## src/rtl/tdc_therm_encoder.sv

```systemverilog
// TDC thermometer encoder: bubble-corrects the chain sample, encodes a fine
// code, pairs it with a coarse count and buffers one timestamp per hit.
module tdc_therm_encoder #(
   parameter int N        = 16,
   parameter int COARSE_W = 16,
   parameter int FINE_W   = 5,
   parameter int DEAD_CYC = 4
) (
   input  logic                       clk,
   input  logic                       clr,
   input  logic [N-1:0]               therm,
   input  logic                       out_ready,
   output logic                       out_valid,
   output logic [COARSE_W+FINE_W-1:0] out_ts,
   output logic [15:0]                drop_cnt,
   output logic                       busy
);

   typedef enum logic {ARMED, DEAD} state_t;
   localparam int DW = $clog2(DEAD_CYC + 1);

   logic [COARSE_W-1:0]        coarse_q;
   logic [N-1:0]               therm_s_q;
   logic [COARSE_W-1:0]        coarse_s_q;
   logic [N-1:0]               cap_c_q;
   logic [COARSE_W-1:0]        cap_coarse_q;
   logic                       cap_v_q;
   state_t                     state_q, state_d;
   logic [DW-1:0]              dead_q, dead_d;
   logic                       out_valid_q, out_valid_d;
   logic [COARSE_W+FINE_W-1:0] out_ts_q, out_ts_d;
   logic [15:0]                drop_q, drop_d;

   logic [N+1:0]               ext;
   logic [N-1:0]               c;
   logic [FINE_W-1:0]          fine;
   logic                       hit;
   logic                       load;

   // Chain sample padded with the implicit first-tap 1 and last-tap 0.
   always_comb begin
      ext = {1'b0, therm_s_q, 1'b1};
      c   = '0;
      for (int i = 0; i < N; i++) begin
         c[i] = (ext[i] & ext[i+1]) | (ext[i] & ext[i+2]) |
                (ext[i+1] & ext[i+2]);
      end
   end

   always_comb begin
      fine = '0;
      for (int i = 0; i < N; i++) begin
         fine = fine + FINE_W'(cap_c_q[i]);
      end
   end

   always_comb begin
      state_d = state_q;
      dead_d  = dead_q;
      hit     = 1'b0;
      case (state_q)
         ARMED: begin
            if (c[0]) begin
               hit     = 1'b1;
               state_d = DEAD;
               dead_d  = '0;
            end
         end
         DEAD: begin
            if (dead_q < DW'(DEAD_CYC - 1)) begin
               dead_d = dead_q + 1'b1;
            end
            if (dead_q >= DW'(DEAD_CYC - 1) && therm_s_q == '0) begin
               state_d = ARMED;
            end
         end
         default: state_d = ARMED;
      endcase
   end

   always_comb begin
      load        = cap_v_q && (!out_valid_q || out_ready);
      out_valid_d = out_valid_q;
      out_ts_d    = out_ts_q;
      drop_d      = drop_q;
      if (load) begin
         out_valid_d = 1'b1;
         out_ts_d    = {cap_coarse_q, fine};
      end else if (out_valid_q && out_ready) begin
         out_valid_d = 1'b0;
      end
      if (cap_v_q && !load && drop_q != 16'hFFFF) begin
         drop_d = drop_q + 16'd1;
      end
   end

   always_ff @(posedge clk) begin
      if (clr) begin
         coarse_q     <= '0;
         therm_s_q    <= '0;
         coarse_s_q   <= '0;
         cap_c_q      <= '0;
         cap_coarse_q <= '0;
         cap_v_q      <= 1'b0;
         state_q      <= ARMED;
         dead_q       <= '0;
         out_valid_q  <= 1'b0;
         out_ts_q     <= '0;
         drop_q       <= '0;
      end else begin
         coarse_q    <= coarse_q + 1'b1;
         therm_s_q   <= therm;
         coarse_s_q  <= coarse_q;
         cap_v_q     <= hit;
         if (hit) begin
            cap_c_q      <= c;
            cap_coarse_q <= coarse_s_q;
         end
         state_q     <= state_d;
         dead_q      <= dead_d;
         out_valid_q <= out_valid_d;
         out_ts_q    <= out_ts_d;
         drop_q      <= drop_d;
      end
   end

   assign out_valid = out_valid_q;
   assign out_ts    = out_ts_q;
   assign drop_cnt  = drop_q;
   assign busy      = (state_q != ARMED);

endmodule

```

## config.mk

```make
export PLATFORM = sky130hd
export DESIGN_NAME = tdc_therm_encoder
export DESIGN_NICKNAME = d
export VERILOG_FILES = /design/src/rtl/tdc_therm_encoder.sv
export SDC_FILE = /design/constraint.sdc
export NUM_CORES = 1
export LEC_CHECK = 0
export ABC_AREA = 1
export BUFFER_PORTS_ARGS = -buffer_cell sky130_fd_sc_hd__buf_4
export CAP_MARGIN = 10
export CORE_MARGIN = 2
export CORE_UTILIZATION = 58
export DETAILED_ROUTE_END_ITERATION = 7
export PLACE_DENSITY = 0.77
export REMOVE_ABC_BUFFERS = 1
export SYNTH_ARGS = -nofsm -noshare
export SYNTH_HDL_FRONTEND = slang
export SYNTH_SLANG_ARGS = --single-unit
```

## constraint.sdc

```tcl
create_clock -name clk -period 3.93 [get_ports clk]
set_input_delay 0 -clock clk [delete_from_list [all_inputs] [get_ports clk]]
set_output_delay 0 -clock clk [all_outputs]
set_load 0.02 [all_outputs]
```

# Word-level counts from Yosys, hierarchy flattened

Cells that the tools add are included.
Widths: inputs -> output; s select.

Logic and storage cells: 114
Output and inout bits: 39
Bits in registers: 123

$lt $le $gt $ge: 2
Mux-type cells: 9
Bitwise gates (word level): 60
Reduce and logical (&&, ||, !) cells: 11
Add/sub/neg operators: 18
Eq/ne operators: 3

Operators by type and width:

| kind                  | number |
|---|---|
| $add 5x1->5           | 11 |
| $add 16x1->16 const B | 2 |
| $or 1x1->1            | 30 |
| $and 1x1->1           | 29 |
| $logic_not 16->1      | 1 |
| $ne 16x16->1 const B  | 1 |
| $mux 3                | 2 |
| $pmux 3 s2            | 1 |
| $add 4x1->5           | 1 |
| $logic_and 1x1->1     | 5 |
| $mux 1                | 5 |
| $add 3x1->4           | 1 |
| $add 2x1->3           | 1 |
| $add 3x1->3 const B   | 1 |
| $ge 3x2->1 const B    | 1 |
| $lt 3x2->1 const B    | 1 |
| $add 1x1->2           | 1 |
| $logic_not 1->1       | 2 |
| $ne 2x1->1 const B    | 1 |
| $ne 2x2->1 const B    | 1 |
| $pmux 1 s2            | 1 |
| $reduce_and 2->1      | 1 |
| $reduce_bool 2->1     | 1 |
| $logic_or 1x1->1      | 1 |
| $not 1->1             | 1 |

# Longest topological paths before layout

Gate-level depths: netlist (run 1).

Depth in word-level cells: 15
Depth in mapped cells: 14
Mapped depth without buffers: 14

# Least setup slack after synthesis (run 1)

No wires, ideal clock.

Path kind: reg2reg
Start point: register cap_c_q[0]
End point: register out_ts_q[4], in the netlist out_ts[4]
Data arrival time: 3,218 ps
Data required time: 3,798 ps
Buffers on the path: 0
Slack: 579 ps
Library setup time: 132 ps
Stages on the path, launching flop included: 13
Cells stage by stage: dfxtp_1 inv_1 fa_1 fa_1 fa_1 fa_1 inv_1 ha_1 fa_1 nand2_1 inv_1 o211ai_1 a21oi_1

Cells in the longest elaborated chain, start to end: 15

RTL lines:

| what                      | RTL line | source |
|---|---|---|
| start, declared           | 25       | `logic [N-1:0] cap_c_q;` |
| start signal, assigned    | 102      | `cap_c_q <= '0;` |
| start signal, assigned    | 116      | `cap_c_q <= c;` |
| $add 1x1->2               | 53       | `fine = fine + FINE_W'(cap_c_q[i]);` |
| $add 2x1->3               | 53       |  |
| $add 3x1->4               | 53       |  |
| $add 4x1->5               | 53       |  |
| $add 5x1->5 (11 in a row) | 53       |  |
| end signal, assigned      | 122      | `out_ts_q <= out_ts_d;` |
| end, declared             | 31       | `logic [COARSE_W+FINE_W-1:0] out_ts_q, out_ts_d;` |

No other way between the ends.
A chain may end at the register's enable or synchronous reset.

# Worst setup path in the final report (run 1)

Same ends and word-level chain as after synthesis.

==> results.sh, run 1 <==
export IMPL_post_route_period_util_pct=89.0
export IMPL_finalMaxSlewViolations=0
export IMPL_cts_buffers=17
export IMPL_crit_slowest_cell="fa_1"
export IMPL_hp_start="therm[0]"
export IMPL_irDropWorstVdd_v=0.000318
export IMPL_fillCellCount=634
export IMPL_hold_viol=0
export IMPL_crit_path_end_kind="register"
export IMPL_post_drt_wl_per_cell_um=13.0
export IMPL_tightest_slew_ps=732
export IMPL_min_to="therm_s_q[0]$_SDFF_PP0_"
export IMPL_ys_ff_latch=123
export IMPL_placed_area_um2=5630
export IMPL_fin_area_um2=6530
export IMPL_nets=799
export IMPL_dieArea_um2=9660
export IMPL_viasPerCell=5.03
export IMPL_cap_violations=0
export IMPL_start_util_pct=59.4
export IMPL_critPathMaxStageDelay_ps=560
export IMPL_rsz0062_at_grt="false"
export IMPL_yosysMostFrequentCell="nor2_1"
export IMPL_grt_max_degree=62
export IMPL_gr_usage_all_layers_pct=24.8
export IMPL_gp_congestion=0.877
export IMPL_rows=34
export IMPL_tns_ps=0
export IMPL_syn_inst=678
export IMPL_path_clk_slew_ps=60
export IMPL_antenna_cells=0
export IMPL_worst_r2r_endpoint="out_ts[4]$_SDFFE_PP0P_"
export IMPL_hpwlAfterDp_um=7160
export IMPL_cts_tree="built"
export IMPL_r2r_slack_ps=430
export IMPL_synth_cell_types=39
export IMPL_ys_flop_type="dfxtp_1"
export IMPL_cts_sinks=123
export IMPL_run_status="finished, final reports clean"
export IMPL_grt_pass1_vias=4426
export IMPL_rr_worst_depth=12
export IMPL_setup_ws_ps=432
export IMPL_final_util_pct=75.3
export IMPL_die_w_um=98.3
export IMPL_synth_edff_count=0
export IMPL_crit_required_ps=4300
export IMPL_cts_htree_levels=4
export IMPL_wirelength_um=11400
export IMPL_postCtsResizedCells=0
export IMPL_final_antenna_net_count=0
export IMPL_grt_overflow=0
export IMPL_drt_initial_drc_count=192
export IMPL_pin_count=58
export IMPL_min_path_cells=4
export IMPL_arrival_ps=3860
export IMPL_power_density_nw_per_um2=495
export IMPL_synth_commonest_cells="nor2_1, dfxtp_1, inv_1"
export IMPL_yosys_top_cells_area="dfxtp_1, nor2_1, inv_1, nand2_1, o21ai_0"
export IMPL_grt_pass1_wl_um=19300
export IMPL_pre_cts_slack_ps=414
export IMPL_syn_area_per_cell_um2=7.61
export IMPL_netlist_area_um2=5160
export IMPL_setup_violations=0
export IMPL_rr_startpoint="cap_c_q[0]$_SDFFE_PP0P_"
export IMPL_vias=4440
export IMPL_period_needed_ps=3500
export IMPL_yosysSeqAreaShare_pct=47.8
export IMPL_startpoint_type="register"
export IMPL_worst_setup_path_type="register to register"
export IMPL_synth_top_area_share_pct=47.8
export IMPL_holdCritPathClass="primary input to register"
export IMPL_yosys_warnings=0
export IMPL_cts_max_path_buffers=2
export IMPL_slew_headroom_pct=51.1
export IMPL_coreArea_um2=8680
export IMPL_cpMostUsedCell="fa_1"
export IMPL_seq_area_um2=2460
export IMPL_clock_latency_ps=510
export IMPL_drc_errors=0
export IMPL_area_delta_synth_final_pct=26.7
export IMPL_leakagePower_uw=0.00297
export IMPL_grt_antenna_before_repair=0
export IMPL_root_buffer="clkbuf_8"
export IMPL_port_buffers=57
export IMPL_skew_ps=5.73
export IMPL_multiInputGateArea_um2=2200
export IMPL_die_h_um=98.3
export IMPL_clock_fmax_mhz=286
export IMPL_async_flop_share_pct=0
export IMPL_drive_gt1_share_pct=15.2
export IMPL_cp_max_fo=2
export IMPL_crit_chain="inv_1, fa_1, fa_1, fa_1, fa_1, inv_1, ha_1, fa_1, nand2_1, inv_1, o211ai_1, a21oi_1"
export IMPL_synth_area_leader_cell="dfxtp_1"
export IMPL_first_pass_iters=5
[worst max-delay path by stage]
stage                             endpoint  slack (ps)                    start
floorplan           out_ts[4]$_SDFFE_PP0P_         590  cap_c_q[0]$_SDFFE_PP0P_
global placement    out_ts[4]$_SDFFE_PP0P_         500  cap_c_q[0]$_SDFFE_PP0P_
detailed placement  out_ts[4]$_SDFFE_PP0P_         410  cap_c_q[0]$_SDFFE_PP0P_
CTS                 out_ts[4]$_SDFFE_PP0P_         410  cap_c_q[0]$_SDFFE_PP0P_
global route        out_ts[4]$_SDFFE_PP0P_         260  cap_c_q[5]$_SDFFE_PP0P_
finish              out_ts[4]$_SDFFE_PP0P_         430  cap_c_q[0]$_SDFFE_PP0P_
[logic make-up after synthesis]
kind of cell	share of synthesized area, %
buffers and inverters	9.51
XOR/XNOR	0.849
AND/OR/NAND/NOR	24.5
flip-flops	47.8
AO/OA/AOI/OAI	11.4
adder cells (fa/ha/maj)	6.07
[layer usage]
layer	share of wire [%]	up-vias	GRT usage, %	wire length [um]
met5	0	-	0	0
met4	1.7	0	10.2	197
met3	4.2	20	7.02	485
met2	52	91	44.0	5920
met1	42	2055	27.9	4830
li1	-	2274	-	-
[flip-flops by register name, indices dropped and copies added (netlist names)]
register and flops:
busy 1, cap_c_q 16, cap_coarse_q 16, cap_v_q 1
coarse_q 16, coarse_s_q 16, dead_q 3, drop_cnt 16
out_ts 21, out_valid 1, therm_s_q 16
[through the flow]
| stage | total power [uW] | hold WS (ps) | instances |
|---|---|---|---|
| after floorplan | 1510 | 62.4 | 655 |
| final | 3230 | 252 | 882 |
| after global placement | 1590 | 199 | 822 |
| after detailed placement | 1610 | 207 | 822 |
| after CTS | 3250 | 225 | 882 |
| after global routing | 3340 | 249 | 882 |
[cell type report]
| type | instances | share of cell area [%] |
|---|---|---|
| clock inverter | 13 | 2.91 |
| tap | 108 | 2.07 |
| inverter | 102 | 5.94 |
| timing repair buffer | 87 | 11.1 |
| clock buffer | 19 | 6.61 |
| multi-input combinational | 430 | 33.7 |
| sequential | 123 | 37.7 |
[where the power goes]
group	switching (uW)	total [uW]	internal [uW]
Clock	569	1620	1050
Sequential	31.7	1330	1300
Combinational	164	279	115
Total	764	3230	2470
[cell usage in the layout, fill, tap and decap left out, types with 2 or more instances in the layout]
| cell | instances |
|---|---|
| clkbuf_16 | 16 |
| xor2_1 | 3 |
| nand4_1 | 4 |
| nor2_2 | 3 |
| ha_1 | 9 |
| a21oi_1 | 44 |
| clkinv_2 | 2 |
| nor3_1 | 4 |
| inv_2 | 6 |
| inv_6 | 3 |
| a21oi_2 | 2 |
| nand2_4 | 3 |
| clkbuf_8 | 2 |
| nand2_1 | 87 |
| fa_1 | 10 |
| o21ai_0 | 54 |
| o21ai_1 | 6 |
| nand3_1 | 20 |
| dlygate4sd3_1 | 28 |
| bufinv_16 | 4 |
| nand2_2 | 3 |
| inv_1 | 94 |
| dfxtp_1 | 123 |
| buf_4 | 59 |
| nor2_1 | 159 |
| clkinv_4 | 4 |
| xnor2_1 | 2 |
| nor2_4 | 4 |
[worst max-delay path: cells and delay by family (launching register included)]
kind | cells | cell delay [ps]
AOI/OAI and AO/OA | 2 | 220
adders and majority gates | 6 | 2580
buffers and inverters | 3 | 160
DFF | 1 | 310
and+or+nand+nor | 1 | 90
[timing repair]
item,in CTS,in global routing
hold buffers,28,0
hold endpoints to repair,28,0
setup buffers,0,0
No activity file was read; power rests on OpenSTA's default activity.
==> run 2, diff against run 1 <==
--- a/config.mk
+++ b/config.mk
@@ -8,8 +8,9 @@
 export ABC_AREA = 1
-export BUFFER_PORTS_ARGS = -buffer_cell sky130_fd_sc_hd__buf_4
 export CAP_MARGIN = 10
+export CORE_ASPECT_RATIO = 1.25
 export CORE_MARGIN = 2
-export CORE_UTILIZATION = 58
+export CORE_UTILIZATION = 61
 export DETAILED_ROUTE_END_ITERATION = 7
-export PLACE_DENSITY = 0.77
+export DONT_BUFFER_PORTS = 1
+export PLACE_DENSITY = 0.75
 export REMOVE_ABC_BUFFERS = 1
==> constraint.sdc (replaced) <==
create_clock -name clk -period 3.93 [get_ports clk]
set_input_delay 0.393 -clock clk [delete_from_list [all_inputs] [get_ports clk]]
set_output_delay 0.393 -clock clk [all_outputs]
set_load 0.02 [all_outputs]
==> results.sh, run 2 (synthesis results as in run 1) <==
export IMPL_rows=37
export IMPL_hpwlAfterDp_um=7130
export IMPL_cts_htree_levels=4
export IMPL_arrival_ps=3880
export IMPL_rsz0062_at_grt="false"
export IMPL_die_h_um=107
export IMPL_port_buffers=0
export IMPL_first_pass_iters=4
export IMPL_post_cts_buffers=0
export IMPL_cts_tree="built"
export IMPL_skew_ps=6.27
export IMPL_pre_cts_slack_ps=454
export IMPL_setup_violations=0
export IMPL_cts_sinks=123
export IMPL_p_switching_uw=702
export IMPL_grt_max_degree=61
export IMPL_viasPerCell=5.20
export IMPL_hold_viol=0
export IMPL_area_delta_synth_final_pct=15.8
export IMPL_root_buffer="clkbuf_8"
export IMPL_irDropWorstVdd_v=0.000314
export IMPL_clock_power_share_pct=50.0
export IMPL_post_drt_wl_per_cell_um=13.9
export IMPL_clock_latency_ps=520
export IMPL_vias=4173
export IMPL_dieArea_um2=9210
export IMPL_tightest_slew_ps=935
export IMPL_intPower_uw=2430
export IMPL_postCtsResizedCells=0
export IMPL_worst_setup_path_type="register to register"
export IMPL_nets=730
export IMPL_final_common_cell="nor2_1"
export IMPL_start_util_pct=62.6
export IMPL_period_needed_ps=3490
export IMPL_switching_share_pct=22.4
export IMPL_wirelength_um=11100
export IMPL_grt_pass1_vias=4196
export IMPL_drc_errors=0
export IMPL_cts_max_path_buffers=2
export IMPL_coreArea_um2=8240
export IMPL_crit_required_ps=4330
export IMPL_post_route_period_util_pct=88.8
export IMPL_startpoint_type="register"
export IMPL_leakagePower_uw=0.00261
export IMPL_final_antenna_net_count=0
export IMPL_combPwrFrac_pct=6.8
export IMPL_place_inst=754
export IMPL_instances_no_fill=802
export IMPL_setup_ws_ps=440
export IMPL_crit_path_end_kind="register"
export IMPL_holdCritPathClass="primary input to register"
export IMPL_grt_overflow=0
export IMPL_die_w_um=86.2
export IMPL_gr_usage_all_layers_pct=26.1
export IMPL_tns_ps=0
export IMPL_power_frac_seq_pct=43.2
export IMPL_gp_congestion=0.891
export IMPL_pin_count=58
export IMPL_slew_headroom_pct=37.6
export IMPL_cap_violations=0
export IMPL_cts_buffers=17
export IMPL_grt_antenna_before_repair=0
export IMPL_drt_initial_drc_count=150
export IMPL_clock_fmax_mhz=287
export IMPL_grt_pass1_wl_um=18400
export IMPL_timing_hold_ws_ps=11.6
export IMPL_finalMaxSlewViolations=0
export IMPL_path_clk_slew_ps=50
export IMPL_antenna_cells=0
export IMPL_final_cell_mix="nor2_1, dfxtp_1, inv_1"
export IMPL_cp_max_fo=2
export IMPL_drive_gt1_share_pct=8.37
export IMPL_largest_reg_flops=21
export IMPL_run_status="finished, final reports clean"
export IMPL_power_density_nw_per_um2=524
-- run 2: worst max-delay path: stages (launching register included) --
cell	delay, ps
dfxtp_1	300
inv_1	60
fa_1	580
fa_1	450
fa_1	480
fa_1	490
inv_1	40
ha_1	200
fa_1	410
nand2_1	80
inv_1	40
o211ai_1	150
a21oi_1	80
-- run 2: what timing repair did --
item / 4_1_cts / 5_1_grt
hold buffers: 16 / 0
setup endpoints to repair: 0 / 0
endpoints found under the hold margin: 60 / 0
-- run 2: final cells by class --
cell class,instances,area [um^2]
tap,97,121
sequential,123,2460
timing repair buffer,18,193
inverter,102,388
clock buffer,26,498
multi-input combinational,430,2200
clock inverter,6,108
fill,646,2270
-- run 2: worst paths after layout --
path                                               from                   endpoint  slack [ps]  depth (start not counted)
worst max-delay path            cap_c_q[0]$_SDFFE_PP0P_     out_ts[4]$_SDFFE_PP0P_         440                         12
worst min-delay path                           therm[9]    therm_s_q[9]$_SDFF_PP0_          10                          2
worst max register to register  cap_c_q[0]$_SDFFE_PP0P_     out_ts[4]$_SDFFE_PP0P_         440                         12
worst min register to register  coarse_q[12]$_SDFF_PP0_  coarse_s_q[12]$_SDFF_PP0_         440                          2
-- run 2: layer usage --
layer / track usage, % / vias up / part of all wire (%) / wire (um)
met5: 0 / - / 0 / 0
li1: - / 2134 / - / -
met3: 8.47 / 23 / 5.3 / 592
met2: 47.8 / 84 / 54 / 5970
met4: 12.8 / 0 / 2.3 / 253
met1: 26.1 / 1932 / 39 / 4320
-- run 2: power groups by stage --
stage                     clock [uW]  combinational [uW]  sequential, uW
after floorplan                    0                 141            1370
after global placement             0                 174            1380
after detailed placement           0                 185            1380
after CTS                       1590                 212            1350
after global routing            1640                 248            1360
final                           1570                 213            1350
-- run 2: stage by stage --
stage          power (uW)  util, %  cell area (um^2)
2_1_floorplan        1510        -              5050
3_3_place_gp         1550     63.0              5190
3_5_place_dp         1560     63.0              5190
4_1_cts              3150     72.5              5970
5_1_grt              3250     72.5              5970
6_report             3130     72.5              5970
==> run 3, diff against run 2 <==
GPL_ROUTABILITY_DRIVEN = 0   (was default)
RECOVER_POWER = 50   (was default)
==> results.sh, run 3 (synthesis results as in run 1) <==
export IMPL_postCtsResizedCells=0
export IMPL_slew_headroom_pct=42.1
export IMPL_switching_share_pct=23.8
export IMPL_hold_viol=0
export IMPL_hpwlAfterDp_um=7030
export IMPL_cp_max_fo=2
export IMPL_final_common_cell="nor2_1"
export IMPL_p_switching_uw=695
export IMPL_tns_ps=0
export IMPL_grt_pass1_wl_um=17600
export IMPL_first_pass_iters=5
export IMPL_grt_pass1_vias=4091
export IMPL_viasPerCell=5.20
export IMPL_clock_power_share_pct=46.5
export IMPL_die_w_um=86.2
export IMPL_crit_path_end_kind="register"
export IMPL_cts_htree_levels=4
export IMPL_startpoint_type="register"
export IMPL_root_buffer="clkbuf_8"
export IMPL_power_density_nw_per_um2=497
export IMPL_crit_required_ps=4320
export IMPL_combPwrFrac_pct=7.3
export IMPL_holdCritPathClass="primary input to register"
export IMPL_skew_ps=6.77
export IMPL_post_route_period_util_pct=89.9
export IMPL_grt_antenna_before_repair=0
export IMPL_drive_gt1_share_pct=7.81
export IMPL_rsz0062_at_grt="false"
export IMPL_grt_overflow=0
export IMPL_cap_violations=0
export IMPL_vias=4167
export IMPL_tightest_slew_ps=868
export IMPL_drt_initial_drc_count=185
export IMPL_cts_max_path_buffers=2
export IMPL_arrival_ps=3920
export IMPL_wirelength_um=10500
export IMPL_grt_max_degree=61
export IMPL_die_h_um=107
export IMPL_cts_sinks=123
export IMPL_finalMaxSlewViolations=0
export IMPL_port_buffers=0
export IMPL_dieArea_um2=9210
export IMPL_gr_usage_all_layers_pct=24.5
export IMPL_final_cell_mix="nor2_1, dfxtp_1, inv_1"
export IMPL_path_clk_slew_ps=50
export IMPL_run_status="finished, final reports clean"
export IMPL_irDropWorstVdd_v=0.000418
export IMPL_coreArea_um2=8240
export IMPL_start_util_pct=62.6
export IMPL_post_drt_wl_per_cell_um=13.1
export IMPL_intPower_uw=2230
export IMPL_cts_tree="built"
export IMPL_timing_hold_ws_ps=70.2
export IMPL_cts_buffers=17
export IMPL_clock_fmax_mhz=283
export IMPL_worst_setup_path_type="register to register"
export IMPL_power_frac_seq_pct=46.2
export IMPL_final_antenna_net_count=0
export IMPL_drc_errors=0
export IMPL_final_util_pct=71.4
export IMPL_setup_violations=0
export IMPL_clock_latency_ps=510
export IMPL_area_delta_synth_final_pct=14.1
export IMPL_pin_count=58
export IMPL_finalPower_uw=2920
export IMPL_antenna_cells=0
export IMPL_period_needed_ps=3530
export IMPL_leakagePower_uw=0.00255
export IMPL_largest_reg_flops=21
export IMPL_nets=731
export IMPL_rows=37
==> run 3: power groups by stage <==
stage | combinational [uW] | clock (uW) | sequential, uW
final | 213 | 1360 | 1350
after global routing | 247 | 1440 | 1360
after CTS | 213 | 1380 | 1350
after detailed placement | 186 | 0 | 1380
after global placement | 174 | 0 | 1380
after floorplan | 141 | 0 | 1370
==> run 3: area by class of cell <==
| cell class | instances | area [um^2] |
|---|---|---|
| sequential | 123 | 2460 |
| fill | 664 | 2360 |
| inverter | 102 | 388 |
| timing repair buffer | 19 | 203 |
| multi-input combinational | 430 | 2180 |
| tap | 97 | 121 |
| clock inverter | 6 | 38.8 |
| clock buffer | 24 | 490 |
==> run 3: path summary, 6_finish.rpt <==
kind | from | to | slack, ps | cells after the start
hold / removal | out_ready | out_valid$_SDFFE_PP0P_ | 70 | 3
hold reg to reg | coarse_q[15]$_SDFF_PP0_ | coarse_s_q[15]$_SDFF_PP0_ | 430 | 2
setup reg to reg | cap_c_q[11]$_SDFFE_PP0P_ | out_ts[4]$_SDFFE_PP0P_ | 400 | 12
setup / recovery | cap_c_q[11]$_SDFFE_PP0P_ | out_ts[4]$_SDFFE_PP0P_ | 400 | 12
==> run 3: repair_timing <==
item	in CTS	in global routing
hold endpoints to repair	60	0
endpoints found under the setup margin	0	0
hold buffers	17	0
buffers inserted	0	0
==> run 3: per-layer routing <==
| metal | vias up | share of wire (%) | global-route usage, % | routed length (um) |
|---|---|---|---|---|
| li1 | 2146 | - | - | - |
| met1 | 1921 | 41 | 26.6 | 4280 |
| met2 | 83 | 52 | 43.9 | 5460 |
| met3 | 17 | 5.1 | 7.62 | 532 |
| met4 | 0 | 1.7 | 9.93 | 181 |
| met5 | - | 0 | 0 | 0 |
==> run 3: through the flow <==
| stage | worst slack [ps] | cells | cell area [um^2] |
|---|---|---|---|
| 3_5_place_dp | 412 | 754 | 5190 |
| 4_1_cts | 380 | 801 | 5910 |
| 2_1_floorplan | 589 | 655 | 5050 |
| 3_3_place_gp | 529 | 754 | 5190 |
| 6_report | 399 | 801 | 5880 |
| 5_1_grt | 221 | 801 | 5880 |
==> run 3: critical path: stages, from the launching register on <==
cell and delay [ps]:
dfxtp_1 330, inv_1 60, fa_1 580, fa_1 450
fa_1 460, fa_1 490, inv_1 50, ha_1 210
fa_1 420, nand2_1 100, inv_1 40, o211ai_1 150
a21oi_1 80
